`src/rtl/mac16q9_seq.sv`:
```
// mac16q9_seq: sequential Q9 dot-product MAC with round-to-nearest and saturation.
// Define MAC16Q9_SEQ_BIAS_EN to add bias_i as the initial accumulator value.
module mac16q9_seq (
    input  logic        clk_i,
    input  logic        rst_i,
    input  logic        start_i,
    input  logic [3:0]  len_i,
    input  logic [15:0] a_i,
    input  logic [15:0] x_i,
    input  logic        in_valid_i,
    output logic        in_ready_o,
    output logic        y_valid_o,
    input  logic        y_ready_i,
    output logic [15:0] y_sat_o,
    output logic [35:0] y_ori_o,
    output logic        sat_o,
    output logic        busy_o
`ifdef MAC16Q9_SEQ_BIAS_EN
    ,
    input  logic [35:0] bias_i
`endif
);
    typedef enum logic [1:0] {IDLE, ACC, DONE} state_t;
    state_t      state_q, state_d;
    logic [35:0] acc_q, acc_d, init;
    logic [3:0]  cnt_q, cnt_d;
    logic [31:0] prod;
    logic [27:0] rnd;
    logic        carry, hi, lo, done;
`ifdef MAC16Q9_SEQ_BIAS_EN
    assign init = bias_i;
`else
    assign init = '0;
`endif
    assign prod = $signed(a_i) * $signed(x_i);
    always_comb begin
        state_d = state_q;
        acc_d   = acc_q;
        cnt_d   = cnt_q;
        unique case (state_q)
            IDLE: if (start_i) begin
                state_d = ACC;
                acc_d   = init;
                cnt_d   = len_i;
            end
            ACC: if (in_valid_i) begin
                acc_d   = acc_q + {{4{prod[31]}}, prod};
                cnt_d   = cnt_q - 4'd1;
                state_d = (cnt_q == 4'd0) ? DONE : ACC;
            end
            DONE: if (y_ready_i) state_d = IDLE;
            default: state_d = IDLE;
        endcase
    end
    always_ff @(posedge clk_i) begin
        if (rst_i) begin
            state_q <= IDLE;
            acc_q   <= '0;
            cnt_q   <= '0;
        end else begin
            state_q <= state_d;
            acc_q   <= acc_d;
            cnt_q   <= cnt_d;
        end
    end
    // ties round toward zero: negative values always carry on bit 8
    assign carry = acc_q[35] ? acc_q[8] : (acc_q[8] & |acc_q[7:0]);
    assign rnd   = {acc_q[35], acc_q[35:9]} + {27'd0, carry};
    assign hi    = !rnd[27] && |rnd[26:15];
    assign lo    = rnd[27] && !(&rnd[26:15]);
    assign done  = (state_q == DONE);
    assign y_valid_o  = done;
    assign in_ready_o = (state_q == ACC);
    assign busy_o     = (state_q != IDLE);
    assign y_ori_o    = done ? acc_q : '0;
    assign sat_o      = done & (hi | lo);
    assign y_sat_o    = !done ? '0 : hi ? 16'h7fff : lo ? 16'h8000 : rnd[15:0];
endmodule

```
`config.mk`:
```
export PLATFORM = sky130hd
export DESIGN_NAME = mac16q9_seq
export DESIGN_NICKNAME = d
export VERILOG_FILES = /design/src/rtl/mac16q9_seq.sv
export SDC_FILE = /design/constraint.sdc
export NUM_CORES = 1
export LEC_CHECK = 0
export CORE_UTILIZATION = 57
export DETAILED_ROUTE_END_ITERATION = 16
export PLACE_DENSITY = 0.78
export SYNTH_ARGS = -nofsm -noshare
export SYNTH_HDL_FRONTEND = slang
export SYNTH_SLANG_ARGS = --single-unit
```
`constraint.sdc`:
```
create_clock -name clk_i -period 9.18 [get_ports clk_i]
set_input_delay 0.918 -clock clk_i [delete_from_list [all_inputs] [get_ports clk_i]]
set_output_delay 0.918 -clock clk_i [all_outputs]
set_load 0.05 [all_outputs]
```
; ---- Yosys cells after proc, flatten, opt, wreduce, memory -nomap -nowiden
; Cells that the tools add are included.
[word_totals]
wordCells = 44
latchBits = 0
ram_bits = 0
output_inout_bits = 56
rom_bits = 0
memories = 0
inputBits = 41
ff_bits = 42
[classes]
n_div = 0
n_bitwise = 3
order_cmp = 0
shifts = 0
multipliers = 1
n_addsub = 3
reduce_logical = 13
mux = 16
n_eq_ne = 5
[ops]
columns = op, n
row1 = 2-to-1 mux 36 bit, 3
row2 = case mux 36 bit (2 select lines), 1
row3 = 2-to-1 mux 16 bit, 3
row4 = adder 36 bit, 1
row5 = multiplier 16 x 16 -> 32 bit, 1
row6 = adder 27 x 2 -> 28 bit, 1
row7 = AND reduction 12 bit, 1
row8 = OR reduction 12 bit, 1
row9 = 2-to-1 mux 2 bit, 4
row10 = 2-to-1 mux 4 bit, 2
row11 = case mux 4 bit (2 select lines), 1
row12 = OR reduction 8 bit, 1
row13 = "!= test 2 bit, second input constant", 3
row14 = case mux 2 bit (3 select lines), 1
row15 = AND reduction 3 bit, 2
row16 = logical NOT 4 bit, 1
row17 = nonzero test 2 bit, 2
row18 = "subtractor 4 x 1 -> 4 bit, second input constant", 1
row19 = AND 1 bit, 2
row20 = "equality test 2 x 1 -> 1 bit, second input constant", 1
row21 = "equality test 2 bit, second input constant", 1
row22 = logical AND 1 bit, 2
row23 = logical NOT 1 bit, 2
row24 = logical NOT 2 bit, 1
row25 = other kinds (2), 2

; ---- Logic depth before layout (Yosys ltp)
; Gate-level depths: netlist (run 1).
[depth]
ltp_word = 10
depth_mapped = 36
ltp_nobuf = 35

; ---- Worst setup path before layout (run 1)
; Ideal clock, no wire load.
[synth_path]
kind = input -> register
from = input x_i[1]
to = register acc_q[35]
cell_stages = 33
arrival_time_ns = 8.445
required_time_ns = 9.045
n_path_buf = 1
setup_ns = 0.135
slack_ns = 0.600
cell_sequence = clkbuf_1 > nand2_1 > fa_1 > fa_1 > fa_1 > fa_1 > inv_1 > fa_1 > inv_1 > fa_1 > inv_1 > ha_1 > a21o_1 > a2111oi_2 > nor2_1 > a221oi_2 > a21boi_1 > o311a_1 > o21ai_1 > o211ai_1 > nor2_1 > xnor2_1 > ha_1 > a21o_1 > a21oi_1 > a21boi_0 > a22oi_1 > nand4_1 > a21oi_1 > o31ai_1 > nor2_1 > mux2i_1 > o2111ai_1
[synth_via]
elab_chain_cells = 4
[synth_lines]
columns = element, line_no
row1 = "start, declared", 9  ; input logic [15:0] x_i,
row2 = multiplier 16 x 16 -> 32 bit, 35  ; assign prod = $signed(a_i) * $signed(x_i);
row3 = adder 36 bit, 47  ; acc_d = acc_q + {{4{prod[31]}}, prod};
row4 = 2-to-1 mux 36 bit, 46  ; ACC: if (in_valid_i) begin
row5 = case mux 36 bit (2 select lines), 40  ; unique case (state_q)
row6 = "end signal, assigned", 58  ; acc_q <= '0;
row7 = "end signal, assigned", 62  ; acc_q <= acc_d;
row8 = "end, declared", 25  ; logic [35:0] acc_q, acc_d, init;
; Every way passes these cells. The select of a mux whose other input is x is not followed.
; A chain may end at the register's enable or synchronous reset.

; ---- Worst setup path after layout (run 1)
[layout_path]
from = input x_i[4]
to = register acc_q[34]
; The elaborated chain is that of the path after synthesis.

==> run summary, run 1 <==
Achievable Freq = 113.9 MHz
data arrival time of the critical path = 8.96 ns
maximum buffer depth of the clock tree = 2
clock-pin slew reported for the worst setup and hold paths after clock tree synthesis = 0.07 ns
setup slack on the worst flop-to-flop path = 5.82 ns
clock tree from TritonCTS = yes
quantity of I/O buffers inserted on ports = 96
clock root buffer = sky130_fd_sc_hd__clkbuf_16
I/O pin total = 97
final setup violating endpoints = 0
synthesized area per cell = 8.497 sq um
final hold violations = 0
Initial Utilization = 57.99%
proportion of layout cells with a drive suffix above 1 = 6.321%
depth of the worst register-to-register path = 13
DRC violations left = 0
timing startpoint of the critical path = x_i[4]
via count = 11530
Setup crit end kind = flip-flop
reg2reg end = acc_q[34]$_SDFFE_PP0P_
area of the mapped netlist = 14060 sq um
count of clock tree sinks = 42
Inserted Clock Buffers = 5
initial antenna violation count = 0
GRT Residual Overflow = 0
largest net degree at the start of global routing = 41
actual slew at the worst max-slew pin = 0.7660 ns
data required time at the worst endpoint = 9.37 ns
Horiz. Die Dim = 159.1 um
antenna-violating nets left = 0
critical-path maximum fanout = 4
r2r startpoint = acc_q[0]$_SDFFE_PP0P_
detailed-routing iteration count for the pre-antenna-repair pass = 5
Layout area overhead = 13.41%
fin crit period = 8.776 ns
Post-CTS Hold Fix Bufs = 0
Total Negative Setup Slacks = 0 ns
Antenna diodes = 0
Post-synth EDFFs = 0
count of standard-cell rows = 57
Max stage delay cell, worst path = sky130_fd_sc_hd__fa_1
kind of start point of the critical path = input port
die area = 25300 sq um
max-slew headroom at the worst pin = 48.93%
syn_nets = 2079
worst hold margin = 0.4869 ns
Final HPWL DP = 27480 um
Worst setup endpoint = acc_q[34]$_SDFFE_PP0P_
vias in the first global route = 12010
kind of path behind the tightest hold check = reg2reg
top_reg_cell synth = sky130_fd_sc_hd__dfxtp_1
number of max-cap violations = 0
share of the yosys chip area belonging to registers = 5.979%
Unique masters post-synth = 73
most frequent cell on the critical path = sky130_fd_sc_hd__fa_1
core box area = 24250 sq um
Largest stage delay, worst path = 0.55 ns
fraction of the cycle the final worst path needs = 95.60%
H-tree level count = 2
placer congestion estimate = 0.9151
Final Max Tran Viols = 0
Yosys Warn Count = 0
setup repair after global routing missed its margin = no
wire length of the first global-routing pass = 54810 um
die outline height = 159.1 um
final layout net count = 2195
register bit total from synthesis = 42
final routed wire length divided by cell count = 15.19 um
latest clock arrival within the worst-skew pair = 0.29 ns
number of instances in the synthesized netlist = 1655
Worst Clk Skew = 0.009623 ns
Total GRT Usage = 26.02%
1st-iter DRT viols = 573
Async SR Flop Fraction = 0%
total length of routed wires = 31840 um
outcome = complete, no violations
critical setup path kind = in2reg
via density per instance = 5.500
layout make-up:
class | count | area, sq um
inverters | 330 | 1239
fillers | 2018 | 8300
clock buffers | 6 | 138.9
multi-input cells | 1232 | 11820
repair buffers | 160 | 1444
flip-flops and latches | 42 | 840.8
well taps | 324 | 405.4
clock inverters | 2 | 60.06
critical path: cells and delay by family:
family          cells  cell delay (ns)
fa+ha+maj           8             3.64
compound gates     14             2.68
buf+inv             8             1.09
simple gates        4             0.51
xor+xnor            1             0.13
state kept, by name (all words and copies together), names as in the netlist:
signal and count:
state_q 2, cnt_q 4, acc_q 36
synthesized netlist by cell type (all sizes together) (13+ instances only):
| library cell | instances | share of area, % |
|---|---|---|
| nor2 | 95 | 2.6 |
| and3 | 13 | 0.58 |
| fa | 263 | 37 |
| nand2 | 166 | 4.4 |
| and2 | 156 | 6.9 |
| clkbuf | 45 | 1.2 |
| ha | 120 | 11 |
| xor2 | 19 | 1.2 |
| nor3 | 19 | 0.68 |
| nand2b | 13 | 0.58 |
| a21oi | 59 | 2.1 |
| a21o | 16 | 0.85 |
| o21a | 13 | 0.69 |
| nand3 | 27 | 1.1 |
| a22oi | 23 | 1.2 |
| inv | 330 | 8.8 |
| dfxtp | 42 | 6.0 |
| o21ai | 55 | 2.2 |
| xnor2 | 51 | 3.2 |
layout by cell type, fill, tap and decap left out, types with 8 or more instances in the layout:
cell type / instances
sky130_fd_sc_hd__nor3_1: 19
sky130_fd_sc_hd__nor2_1: 94
sky130_fd_sc_hd__inv_1: 330
sky130_fd_sc_hd__ha_1: 120
sky130_fd_sc_hd__clkdlybuf4s50_1: 95
sky130_fd_sc_hd__o21a_1: 13
sky130_fd_sc_hd__nand4_1: 8
sky130_fd_sc_hd__a21o_1: 16
sky130_fd_sc_hd__or3_1: 8
sky130_fd_sc_hd__nand2_1: 166
sky130_fd_sc_hd__xnor2_1: 51
sky130_fd_sc_hd__nand2b_1: 13
sky130_fd_sc_hd__o21ai_2: 10
sky130_fd_sc_hd__o21ai_0: 40
sky130_fd_sc_hd__a31oi_1: 8
sky130_fd_sc_hd__nand3_1: 24
sky130_fd_sc_hd__and3_1: 13
sky130_fd_sc_hd__and2_1: 156
sky130_fd_sc_hd__dfxtp_1: 42
sky130_fd_sc_hd__a21oi_1: 57
sky130_fd_sc_hd__xor2_1: 19
sky130_fd_sc_hd__buf_4: 64
sky130_fd_sc_hd__a22oi_1: 23
sky130_fd_sc_hd__a211oi_1: 10
sky130_fd_sc_hd__fa_1: 263
routing by layer:
| layer | part of all wire (%) | vias to the layer above | wire (um) | GRT usage, % |
|---|---|---|---|---|
| met5 | 0 | - | 0 | 0 |
| met4 | 2.6 | 0 | 827 | 6.993 |
| met3 | 2.9 | 63 | 939 | 1.745 |
| met2 | 54 | 253 | 17170 | 48.60 |
| met1 | 41 | 5766 | 12900 | 32.39 |
| li1 | - | 5445 | - | - |
metrics by stage:
stage | setup slack (ns) | cell area (sq um) | instances | util, %
6_report | 0.4038 | 15950 | 2096 | 65.77
5_1_grt | 0.02152 | 15950 | 2096 | 65.77
4_1_cts | 0.09712 | 15900 | 2096 | 65.59
3_5_place_dp | -0.1668 | 15710 | 2088 | 64.77
3_3_place_gp | -0.02099 | 15710 | 2088 | 64.77
2_1_floorplan | 0.5998 | 14060 | 1655 | -
worst min path at each step:
stage / start / endpoint / slack, ns / cells past startpoint
2_1_floorplan: cnt_q[3]$_SDFFE_PP0P_ / cnt_q[3]$_SDFFE_PP0P_ / 0.46 / 2
6_report: cnt_q[1]$_SDFFE_PP0P_ / cnt_q[1]$_SDFFE_PP0P_ / 0.49 / 2
3_5_place_dp: cnt_q[1]$_SDFFE_PP0P_ / cnt_q[1]$_SDFFE_PP0P_ / 0.48 / 2
5_1_grt: cnt_q[1]$_SDFFE_PP0P_ / cnt_q[1]$_SDFFE_PP0P_ / 0.52 / 2
3_3_place_gp: cnt_q[3]$_SDFFE_PP0P_ / cnt_q[3]$_SDFFE_PP0P_ / 0.47 / 2
4_1_cts: cnt_q[1]$_SDFFE_PP0P_ / cnt_q[1]$_SDFFE_PP0P_ / 0.49 / 2
cell families (layout without fill, tap and decap cells):
family	Yosys count	after routing	share of synthesized area [%]
xor+xnor	70	70	4.360
mux	4	4	0.3203
flops	42	42	5.979
compound gates	238	238	11.54
fa+ha+maj	383	383	48.12
buf+inv	381	498	10.26
simple gates	537	537	19.42
repair_timing:
action | 4_1_cts | 5_1_grt
setup buffers | 0 | 0
resized for setup | 0 | 10
setup endpoints to repair | 0 | 9
Power of run 1 is left out: the tool's default activity adds up to more than one toggle a clock period on the data nets, which glitch-free logic cannot reach.
==> inputs of run 2 (changes only) <==
Settings changed: PLACE_DENSITY 0.78 to 0.75.
Clock period 9.18 ns to 10.5 ns, I/O delays scaled along.
==> run 2 against run 1 <==
Effect of this change:
- register-to-register slack better by 1.1 ns
- die area stayed put
- sequential cell count stayed put
- clock-buffer cell count is 1 lower
- cell count is 2.5% lower
- critical path depth is 1 lower
- global-route usage is 0.61 points higher
- highest routed layer unchanged
==> run summary, run 2 (same netlist as run 1, synthesis figures left out) <==
Final HPWL DP = 27390 um (-0.31%)
1st-iter DRT viols = 562 (-1.9%)
I/O pin total = 97 (unchanged)
core box area = 24250 sq um (unchanged)
Initial Utilization = 57.99% (unchanged)
via density per instance = 5.586 (+1.6%)
final hold violations = 0 (unchanged)
Post-CTS Hold Fix Bufs = 0 (unchanged)
latest clock arrival within the worst-skew pair = 0.29 ns (about the same)
die outline height = 159.1 um (unchanged)
CTS resizes = 0 (unchanged)
setup repair after global routing missed its margin = no
maximum buffer depth of the clock tree = 2 (unchanged)
placed cell count = 2035 (-2.5%)
via count = 11410 (-0.99%)
fin crit period = 9.767 ns
Inserted Clock Buffers = 5 (unchanged)
clock tree from TritonCTS = yes
Antenna diodes = 0 (unchanged)
actual slew at the worst max-slew pin = 0.7667 ns (+0.0006993 ns)
r2r startpoint = acc_q[0]$_SDFFE_PP0P_
Max stage delay cell, worst path = sky130_fd_sc_hd__clkdlybuf4s50_1
total length of routed wires = 32870 um (+3.2%)
DRC violations left = 0 (unchanged)
reg2reg end = acc_q[34]$_SDFFE_PP0P_
commonest cells after routing, fill and taps aside = sky130_fd_sc_hd__inv_1, sky130_fd_sc_hd__fa_1, sky130_fd_sc_hd__nand2_1, sky130_fd_sc_hd__and2_1, sky130_fd_sc_hd__ha_1
critical hold path startpoint = cnt_q[3]$_SDFFE_PP0P_
vias in the first global route = 11530 (-4.0%)
data required time at the worst endpoint = 10.66 ns (+1.29 ns)
placer congestion estimate = 0.8537 (-6.7%)
setup slack on the worst flop-to-flop path = 6.92 ns (+1.10 ns)
Final Max Tran Viols = 0 (unchanged)
flip-flop count of the largest register, all copies and words added = 36 (unchanged)
die area = 25300 sq um (unchanged)
kind of path behind the tightest hold check = reg2reg
final layout net count = 2142 (-2.4%)
Total GRT Usage = 26.63% (+0.61 points)
H-tree level count = 2 (unchanged)
proportion of layout cells with a drive suffix above 1 = 3.083% (-3.2 points)
depth of the worst register-to-register path = 13 (unchanged)
end point of the worst hold path = cnt_q[3]$_SDFFE_PP0P_
non-filler cells, final = 2043 (-2.5%)
register with the highest flop count = acc_q
commonest non-fill, non-tap cell in the layout = sky130_fd_sc_hd__inv_1
share of the core filled with cells in the final layout = 63.81% (-2.0 points)
critical setup path kind = in2reg
Achievable Freq = 102.4 MHz
initial antenna violation count = 0 (unchanged)
Post-CTS Setup Inserts = 0 (unchanged)
fraction of the cycle the final worst path needs = 93.02%
count of standard-cell rows = 57 (unchanged)
max-slew headroom at the worst pin = 48.72% (-0.21 points)
most frequent cell on the critical path = sky130_fd_sc_hd__fa_1
data arrival time of the critical path = 9.93 ns (+0.97 ns)
Largest stage delay, worst path = 0.76 ns (+0.21 ns)
final routed wire length divided by cell count = 16.09 um (+5.9%)
count of clock tree sinks = 42 (unchanged)
wire length of the first global-routing pass = 54750 um (-0.10%)
clock-pin slew reported for the worst setup and hold paths after clock tree synthesis = 0.06 ns (about the same)
Layout area overhead = 10.03%
kind of start point of the critical path = input port
antenna-violating nets left = 0 (unchanged)
number of max-cap violations = 0 (unchanged)
worst hold margin = 0.4876 ns (+0.0006560 ns)
largest net degree at the start of global routing = 41 (unchanged)
outcome = complete, no violations
instance count along the most critical hold path = 2 (unchanged)
final setup violating endpoints = 0 (unchanged)
registers with the most flip-flops = acc_q: 36 flops, cnt_q: 4 flops, state_q: 2 flops
Horiz. Die Dim = 159.1 um (unchanged)
Setup crit end kind = flip-flop
clock root buffer = sky130_fd_sc_hd__clkbuf_16
Total Negative Setup Slacks = 0 ns (unchanged)
timing startpoint of the critical path = a_i[5]
Worst Clk Skew = 0.003984 ns (-0.005639 ns)
detailed-routing iteration count for the pre-antenna-repair pass = 5 (unchanged)
GRT Residual Overflow = 0 (unchanged)
quantity of I/O buffers inserted on ports = 96 (unchanged)
critical-path maximum fanout = 16 (+12)
## run 2: per-stage QoR
stage / area [sq um] / setup slack (ns)
floorplan: 14060 / 1.788
global placement: 15310 / 0.7167
detailed placement: 15310 / 0.5391
CTS: 15470 / 0.8023
global route: 15470 / 0.05480
finish: 15470 / 0.7328
## run 2: worst max-delay path by stage
stage,endpoint,cells after the start
floorplan,acc_q[35]$_SDFFE_PP0P_,33
global placement,acc_q[35]$_SDFFE_PP0P_,34
detailed placement,acc_q[35]$_SDFFE_PP0P_,34
CTS,acc_q[35]$_SDFFE_PP0P_,34
global route,acc_q[35]$_SDFFE_PP0P_,34
finish,acc_q[35]$_SDFFE_PP0P_,34
## run 2: final cells by class
type	count	area, sq um
fillers	2076	8776
well taps	324	405.4
multi-input cells	1232	11780
inverters	330	1239
repair buffers	107	1044
clock inverters	3	40.04
flip-flops and latches	42	840.8
clock buffers	5	125.1
## run 2: metal layers
metal	global-route usage, %	wire length, um
met1	33.05	13050
met2	48.43	17460
met3	3.022	1540
met4	8.173	820
met5	0	0
## run 2: worst max-delay path, delay by kind of cell
| kind | cells | cell delay [ns] |
|---|---|---|
| adders and majority gates | 8 | 3.64 |
| muxes | 1 | 0.19 |
| xor gates and xnor gates | 1 | 0.13 |
| AOI/OAI and AO/OA | 14 | 3.12 |
| and+or+nand+nor | 5 | 0.81 |
| buffers and inverters | 5 | 0.97 |
Power of run 2 is left out for the same reason.
